[config.mk]
export PLATFORM = sky130hd
export DESIGN_NAME = bcd_serial_adder
export DESIGN_NICKNAME = d
export VERILOG_FILES = /design/src/rtl/bcd_pkg.sv /design/src/rtl/bcd_digit_add.sv /design/src/rtl/bcd_serial_adder.sv
export SDC_FILE = /design/constraint.sdc
export NUM_CORES = 1
export LEC_CHECK = 0
export BUFFER_PORTS_ARGS = -buffer_cell sky130_fd_sc_hd__buf_2
export CAP_MARGIN = 10
export CORE_MARGIN = 3
export CORE_UTILIZATION = 58
export CTS_CLUSTER_SIZE = 28
export DETAILED_ROUTE_END_ITERATION = 6
export PLACE_DENSITY_LB_ADDON = 0.2
export SLEW_MARGIN = 25
export SYNTH_ARGS = -nofsm -noshare
export SYNTH_HDL_FRONTEND = slang
export SYNTH_HIERARCHICAL = 1
export SYNTH_SLANG_ARGS = --single-unit
[constraint.sdc]
create_clock -name clk -period 6.05 [get_ports clk]
set_input_delay 0.3025 -clock clk [delete_from_list [all_inputs] [get_ports clk]]
set_output_delay 0.3025 -clock clk [all_outputs]
set_load 0.03 [all_outputs]
[src/rtl/bcd_pkg.sv]
// Shared types for the serial BCD adder: FSM states, BCD digit type and digit limit.
package bcd_pkg;
    typedef logic [3:0] bcd_digit_t;

    localparam bcd_digit_t BCD_MAX = 4'd9;

    typedef enum logic [1:0] {
        IDLE = 2'd0,
        RUN  = 2'd1,
        DONE = 2'd2
    } state_e;
endpackage

[src/rtl/bcd_digit_add.sv]
// One-digit BCD adder with decimal correction; flags any input digit above 9.
module bcd_digit_add
    import bcd_pkg::*;
(
    input  bcd_digit_t a,
    input  bcd_digit_t b,
    input  logic       cin,
    output bcd_digit_t digit,
    output logic       cout,
    output logic       invalid
);
    logic [4:0] s;
    logic [4:0] s_adj;

    always_comb begin
        s       = {1'b0, a} + {1'b0, b} + {4'b0, cin};
        s_adj   = s + 5'd6;
        invalid = (a > BCD_MAX) || (b > BCD_MAX);
        if (s > {1'b0, BCD_MAX}) begin
            digit = s_adj[3:0];
            cout  = 1'b1;
        end else begin
            digit = s[3:0];
            cout  = 1'b0;
        end
    end
endmodule

[src/rtl/bcd_serial_adder.sv]
// Digit-serial BCD adder, one digit per clock, ones digit first.
// Define BCD_SUB_EN to add the sub input / neg output (nines-complement subtract).
module bcd_serial_adder
    import bcd_pkg::*;
#(
    parameter int DIGITS = 2
) (
    input  logic                    clk,
    input  logic                    rst_n,
    input  logic                    in_valid,
    output logic                    in_ready,
    input  logic [4*DIGITS-1:0]     a,
    input  logic [4*DIGITS-1:0]     b,
`ifdef BCD_SUB_EN
    input  logic                    sub,
    output logic                    neg,
`endif
    output logic                    out_valid,
    input  logic                    out_ready,
    output logic [4*(DIGITS+1)-1:0] sum,
    output logic                    err
);
    localparam int IDX_W = (DIGITS > 1) ? $clog2(DIGITS) : 1;
    localparam logic [IDX_W-1:0] LAST_IDX = IDX_W'(DIGITS - 1);

    state_e                      state_q, state_d;
    bcd_digit_t [DIGITS-1:0]     a_q, a_d, b_q, b_d;
    bcd_digit_t [DIGITS-1:0]     res_q, res_d;
    bcd_digit_t [DIGITS:0]       sum_q, sum_d;
    logic [IDX_W-1:0]            idx_q, idx_d;
    logic                        carry_q, carry_d;
    logic                        err_q, err_d;
    logic                        sub_q, sub_d;
    logic                        neg_q, neg_d;
    logic                        sub_in;
    logic                        accept;
    bcd_digit_t                  dig_a, dig_b, dig_sum;
    logic                        dig_cout, dig_inv;

    bcd_digit_add u_digit (
        .a       (dig_a),
        .b       (dig_b),
        .cin     (carry_q),
        .digit   (dig_sum),
        .cout    (dig_cout),
        .invalid (dig_inv)
    );

`ifdef BCD_SUB_EN
    assign sub_in = sub;
    assign neg    = neg_q;
`else
    assign sub_in = 1'b0;
`endif

    assign in_ready  = (state_q == IDLE) || ((state_q == DONE) && out_ready);
    assign accept    = in_valid && in_ready;
    assign out_valid = (state_q == DONE);
    assign sum       = sum_q;
    assign err       = err_q;

    always_comb begin
        state_d = state_q;
        a_d     = a_q;
        b_d     = b_q;
        res_d   = res_q;
        sum_d   = sum_q;
        idx_d   = idx_q;
        carry_d = carry_q;
        err_d   = err_q;
        sub_d   = sub_q;
        neg_d   = neg_q;
        dig_a   = a_q[idx_q];
        // Subtract adds the nines complement; an out-of-range b digit still lands above 9.
        dig_b   = sub_q ? (BCD_MAX - b_q[idx_q]) : b_q[idx_q];

        case (state_q)
            RUN: begin
                res_d[idx_q] = dig_sum;
                carry_d      = dig_cout;
                err_d        = err_q | dig_inv;
                idx_d        = idx_q + IDX_W'(1);
                if (idx_q == LAST_IDX) begin
                    state_d = DONE;
                    idx_d   = '0;
                    sum_d   = {(sub_q ? 4'd0 : {3'd0, dig_cout}), res_d};
                    neg_d   = sub_q & ~dig_cout;
                end
            end
            DONE: begin
                if (out_ready && !in_valid) state_d = IDLE;
            end
            default: ;
        endcase

        // Acceptance from DONE overrides the return to IDLE for back-to-back operation.
        if (accept) begin
            state_d = RUN;
            a_d     = a;
            b_d     = b;
            sub_d   = sub_in;
            idx_d   = '0;
            carry_d = sub_in;
            err_d   = 1'b0;
        end
    end

    always_ff @(posedge clk) begin
        if (!rst_n) begin
            state_q <= IDLE;
            a_q     <= '0;
            b_q     <= '0;
            res_q   <= '0;
            sum_q   <= '0;
            idx_q   <= '0;
            carry_q <= 1'b0;
            err_q   <= 1'b0;
            sub_q   <= 1'b0;
            neg_q   <= 1'b0;
        end else begin
            state_q <= state_d;
            a_q     <= a_d;
            b_q     <= b_d;
            res_q   <= res_d;
            sum_q   <= sum_d;
            idx_q   <= idx_d;
            carry_q <= carry_d;
            err_q   <= err_d;
            sub_q   <= sub_d;
            neg_q   <= neg_d;
        end
    end
endmodule

==> results.txt, run 1 <==
Highest-delay cell along the critical path: dfxtp_1
Family with the most delay on the worst path: adder cells
Final setup TNS: 0 ns
Crit Path Class: flip-flop to flip-flop
Syn avg cell area: 9.11 um2
Die Y: 61.8 um
Placed Area: 1910 um2
Dpl cells: 247
CP Capture Type: flip-flop
Layout cell share with drive strength beyond 1: 23.2%
I/O pins: 35
Commonest cells in the synthesized netlist: 48 x nand2_1, 34 x dfxtp_1, 18 x mux2i_1, 9 x a21boi_0, 9 x a21oi_1
Final Non-Filler Cells: 255
LEAKAGE: 0.880 nW
Crit Path Max Fanout: 21
Arrival time of the worst setup path: 4.12 ns
Final Util: 69.0%
Via count: 1,368
Tcrit/Tclk final: 64.3%
Setup crit start kind: flip-flop
HPWL Detailed: 2470 um
DRT Wirelength: 3250 um
CTS buffer count: 5
Final-report hold violation count: 0
Req. time, crit path: 6.28 ns
Vias per Instance: 5.36
Root Driver: clkbuf_4
Cell Rows: 19
Status: complete, no violations
Core Region: 2850 um2
Gate count of the mapped netlist: 198
PnR worst setup slack: 2.16 ns
Slew Viols, Final: 0
Final ANT Viol Nets: 0
Setup WS pre-CTS: 2.25 ns
Area leader, netlist: dfxtp_1
Global-route wire length before repair: 5490 um
Post-CTS Hold Buffers: 0
CTS clk-pin slew, worst paths: 0.11 ns
Number of global-route vias before repair: 1,301
Grt ovf: 0
Crit path buf inv count: 0
Placer Congestion: 0.814
Starting density of the core: 63.2%
Max clock buf depth: 2
Top cells by area, synth: dfxtp_1 38%, mux2i_1 10%, nand2_1 10%
Largest net degree at the start of global routing: 49
Routed length per instance: 12.8 um
Crit path time final: 3.89 ns
Drt drc: 0
Final Instance Area: 1970 um2
Distinct cells, synth: 36
Rel. slew slack: 51.9%
Area grow syn2layout: 9.08%
Post-CTS sizing: 0
Worst Tran Pin Value: 0.721 ns
Post-Syn Area: 1800 um2
Synth top area share: 37.7%
Worst hold path class: input pin to flip-flop
Max-cap violations: 0
CP cell instances: mux2_2 > fa_1 > fa_1 > xnor2_1 > ha_1 > a31o_1 > a2111oi_0 > nor2b_1 > and3_1 > a21oi_1 > nor2b_1
Nets@finish: 252
Count leader, synth: nand2_1
Ys async rst share: 0%
Slowest stage delay, CP: 0.76 ns
Iter 0 DRT Violations: 63
VDD IR max: 0.188 mV
Smallest hold slack: 0.203 ns
Initial antenna violation count: 0
TritonRoute pass-1 iters: 4
Clock Latency Late Sink: 0.33 ns
Yosys warns: 6
Number of diodes: 0
Seq/Total Area, Yosys: 37.7%
Pwr per Cell Area: 377 nW/um2
Setup slack, reg-to-reg: 2.16 ns
Final setup fails: 0
CTS Sinks: 34
# Post-CTS Setup Buffers: 0
Pwr Total: 742 uW
Die Area: 3820 um2
Max Clock Skew: 0.0172 ns
Die W: 61.8 um
Peak Freq: 0.257 GHz
Htree depth: 2
CTS tree: yes
# port buffers: 31
Synth Register Bits: 34
Top_reg_cell synth: dfxtp_1
Number of synthesized flops with an enable pin: 0
Total global-route track usage: 19.5%
RSZ-0062 raised after global routing: no
==> worst paths after layout <==
check / startpoint / depth (start not counted) / endpoint
hold / removal: b[7] / 3 / b_q[7]
setup reg to reg: idx_q / 11 / sum[7]
hold reg to reg: a_q[2] / 2 / a_q[2]
setup / recovery: idx_q / 11 / sum[7]
==> tightest hold or removal path: cells and delay by family <==
| kind | cells | cell delay (ns) |
|---|---|---|
| multiplexers | 1 | 0.06 |
| AND/OR/NAND/NOR | 1 | 0.05 |
| buffers and inverters | 1 | 0.10 |
==> power by group <==
part           switching (mW)  leakage [nW]  internal [mW]
sequential             0.0271         0.277          0.261
clock                  0.0739        0.0353         0.0563
combinational           0.191         0.567          0.133
total                   0.292         0.880          0.450
==> state kept, by name, indices dropped and copies added, names as in the netlist <==
| signal | cells |
|---|---|
| sum | 9 |
| a_q | 8 |
| b_q | 8 |
| state_q | 2 |
| err | 1 |
| carry_q | 1 |
| res_q | 4 |
| idx_q | 1 |
==> cell type report <==
cell class,count,area [um2]
flip-flops and latches,34,681
fillers,246,885
well taps,31,38.8
repair buffers,31,155
multi-input cells,144,1010
clock inverters,1,5.00
clock buffers,7,55.1
inverters,7,26.3
==> routing by layer <==
layer / track usage (%) / up-vias / part of all wire [%]
li1: - / 708 / -
met1: 22.0 / 625 / 43
met2: 33.5 / 33 / 52
met3: 7.23 / 2 / 4.6
met4: 7.58 / 0 / 0.71
met5: 0 / - / 0
==> logic make-up (layout without fill, tap and decap cells) <==
| logic type | after synthesis | in the layout | synth area share (%) |
|---|---|---|---|
| simple gates | 73 | 73 | 19.1 |
| flops | 34 | 34 | 37.7 |
| compound gates | 31 | 31 | 13.1 |
| mux | 26 | 26 | 15.0 |
| buf+inv | 22 | 46 | 6.87 |
| fa+ha+maj | 9 | 9 | 7.07 |
| xor+xnor | 2 | 2 | 0.971 |
| other cells | 1 | 3 | 0.208 |
==> placed cells by master, fill, tap and decap left out, types with 2 or more instances in the layout <==
| master | netlist | routed |
|---|---|---|
| nand2_1 | 48 | 48 |
| dfxtp_1 | 34 | 34 |
| buf_2 | 3 | 31 |
| mux2i_1 | 18 | 18 |
| a21boi_0 | 9 | 9 |
| a21oi_1 | 9 | 9 |
| mux2_2 | 8 | 8 |
| inv_1 | 7 | 7 |
| ha_1 | 7 | 7 |
| nand3_1 | 6 | 6 |
| nor2b_1 | 6 | 6 |
| and3_1 | 5 | 5 |
| clkbuf_4 | 0 | 5 |
| o21ai_0 | 3 | 3 |
| conb_1 | 1 | 3 |
| nand2b_1 | 2 | 2 |
| nor2_1 | 2 | 2 |
| xnor2_1 | 2 | 2 |
| fa_1 | 2 | 2 |
No activity file was read; power rests on OpenSTA's default activity.
==> run 2: changes to the inputs <==
- CORE_UTILIZATION: 58 -> 54
- clock period: 6.05 -> 3.7 ns (I/O delays scaled with it)
==> run 2 against run 1 <==
Against the previous run: die area rose by 6.7%; first-iteration DRC count fell by 22%; critical path depth did not move; routed wire length rose by 1.3%; sequential cell count did not move; hold slack got worse by 0.11 ns; core utilization fell by 5.1 points.
==> results.txt, run 2 (synthesis gave the netlist of run 1 again) <==
Rel. slew slack: 52.6%
CTS Sinks: 34
Crit path time final: 3.49 ns
Nets@finish: 254
Setup crit start kind: flip-flop
Dpl cells: 262
CP Capture Type: flip-flop
Crit Path Class: flip-flop to flip-flop
Global-route wire length before repair: 5960 um
Htree depth: 2
Cell Rows: 20
Largest net degree at the start of global routing: 49
CTS tree: yes
Commonest cells after routing, fill and taps aside: 48 x nand2_1, 34 x dfxtp_1, 31 x buf_2, 18 x mux2i_1
# Post-CTS Setup Buffers: 0
Final ANT Viol Nets: 0
Layout cell share with drive strength beyond 1: 23.9%
DRT Wirelength: 3300 um
Slew Viols, Final: 0
Smallest hold slack: 0.0919 ns
Max clock buf depth: 2
Slowest stage delay, CP: 0.54 ns
HPWL Detailed: 2520 um
Pwr Total: 1.21 mW
Core Region: 3130 um2
Final-report hold violation count: 0
Final Non-Filler Cells: 270
Iter 0 DRT Violations: 49
Final Instance Area: 2000 um2
CP cell instances: mux2_2 > fa_1 > fa_1 > xnor2_1 > ha_1 > a31o_1 > a2111oi_0 > nor2b_1 > and3_1 > a21oi_1 > nor2b_1
Die Area: 4070 um2
TritonRoute pass-1 iters: 4
Max reg flops: 9
Die Y: 63.8 um
Vias per Instance: 5.07
RSZ-0062 raised after global routing: no
Root Driver: clkbuf_4
Number of global-route vias before repair: 1,387
Max-cap violations: 0
Fillcell total: 274
Req. time, crit path: 3.94 ns
Status: complete, no violations
I/O pins: 35
Arrival time of the worst setup path: 3.72 ns
Number of diodes: 0
Final Util: 63.9%
Die W: 63.8 um
Clock Latency Late Sink: 0.33 ns
Setup WS pre-CTS: 0.262 ns
Drt drc: 0
CTS clk-pin slew, worst paths: 0.10 ns
Pwr per Cell Area: 605 nW/um2
Final setup TNS: 0 ns
LEAKAGE: 0.890 nW
Area grow syn2layout: 10.8%
Worst Tran Pin Value: 0.711 ns
PnR worst setup slack: 0.213 ns
Most common cell after layout, fill and taps aside: nand2_1
Starting density of the core: 57.7%
Setup slack, reg-to-reg: 0.21 ns
Initial antenna violation count: 0
Post-CTS sizing: 0
Highest-delay cell along the critical path: dfxtp_1
Final setup fails: 0
CTS buffer count: 5
Worst hold path class: input pin to flip-flop
Via count: 1,369
Peak Freq: 0.287 GHz
Routed length per instance: 12.2 um
Crit Path Max Fanout: 10
# port buffers: 31
Tcrit/Tclk final: 94.2%
Placed Area: 1940 um2
Max Clock Skew: 0.00775 ns
Post-CTS Hold Buffers: 0
Placer Congestion: 0.830
Family with the most delay on the worst path: adder cells
Total global-route track usage: 18.6%
Crit path buf inv count: 0
Grt ovf: 0
VDD IR max: 0.340 mV
-- run 2: cell types whose count changed in the layout (fill, tap and decap cells not counted) --
cell / previous run / this run
buf_4: 0 / 2
-- run 2: worst min-delay path, cell delays in order --
cell and delay (ns):
buf_2 0.10, nand2_1 0.04, mux2i_1 0.05
-- run 2: report_power, final --
group	switching [mW]	leakage, nW	internal [mW]
Clock	0.115	0.0353	0.0920
Sequential	0.0371	0.277	0.426
Combinational	0.316	0.578	0.223
Total	0.468	0.890	0.742
-- run 2: path summary, 6_finish.rpt --
| kind | startpoint | end | cells after the start |
|---|---|---|---|
| worst min register to register | b_q[1] | b_q[1] | 2 |
| worst max-delay path | idx_q | sum[7] | 11 |
| worst max register to register | idx_q | sum[7] | 11 |
| worst min-delay path | a[0] | a_q[0] | 3 |
-- run 2: final cells by class --
class / instances / area [um2] / share of cell area (%)
clock buffers: 7 / 55.1 / 2.75
well taps: 44 / 55.1 / 2.75
multi-input cells: 144 / 1010 / 50.4
inverters: 7 / 26.3 / 1.31
repair buffers: 33 / 170 / 8.51
flip-flops and latches: 34 / 681 / 34.0
clock inverters: 1 / 5.00 / 0.250
-- run 2: metal layers --
metal / share of wire [%] / vias to the layer above / routed length [um] / GRT usage (%)
li1: - / 715 / - / -
met1: 43 / 617 / 1430 / 20.8
met2: 51 / 27 / 1670 / 32.5
met3: 4.0 / 10 / 132 / 5.45
met4: 2.0 / 0 / 67 / 8.36
met5: 0 / - / 0 / 0
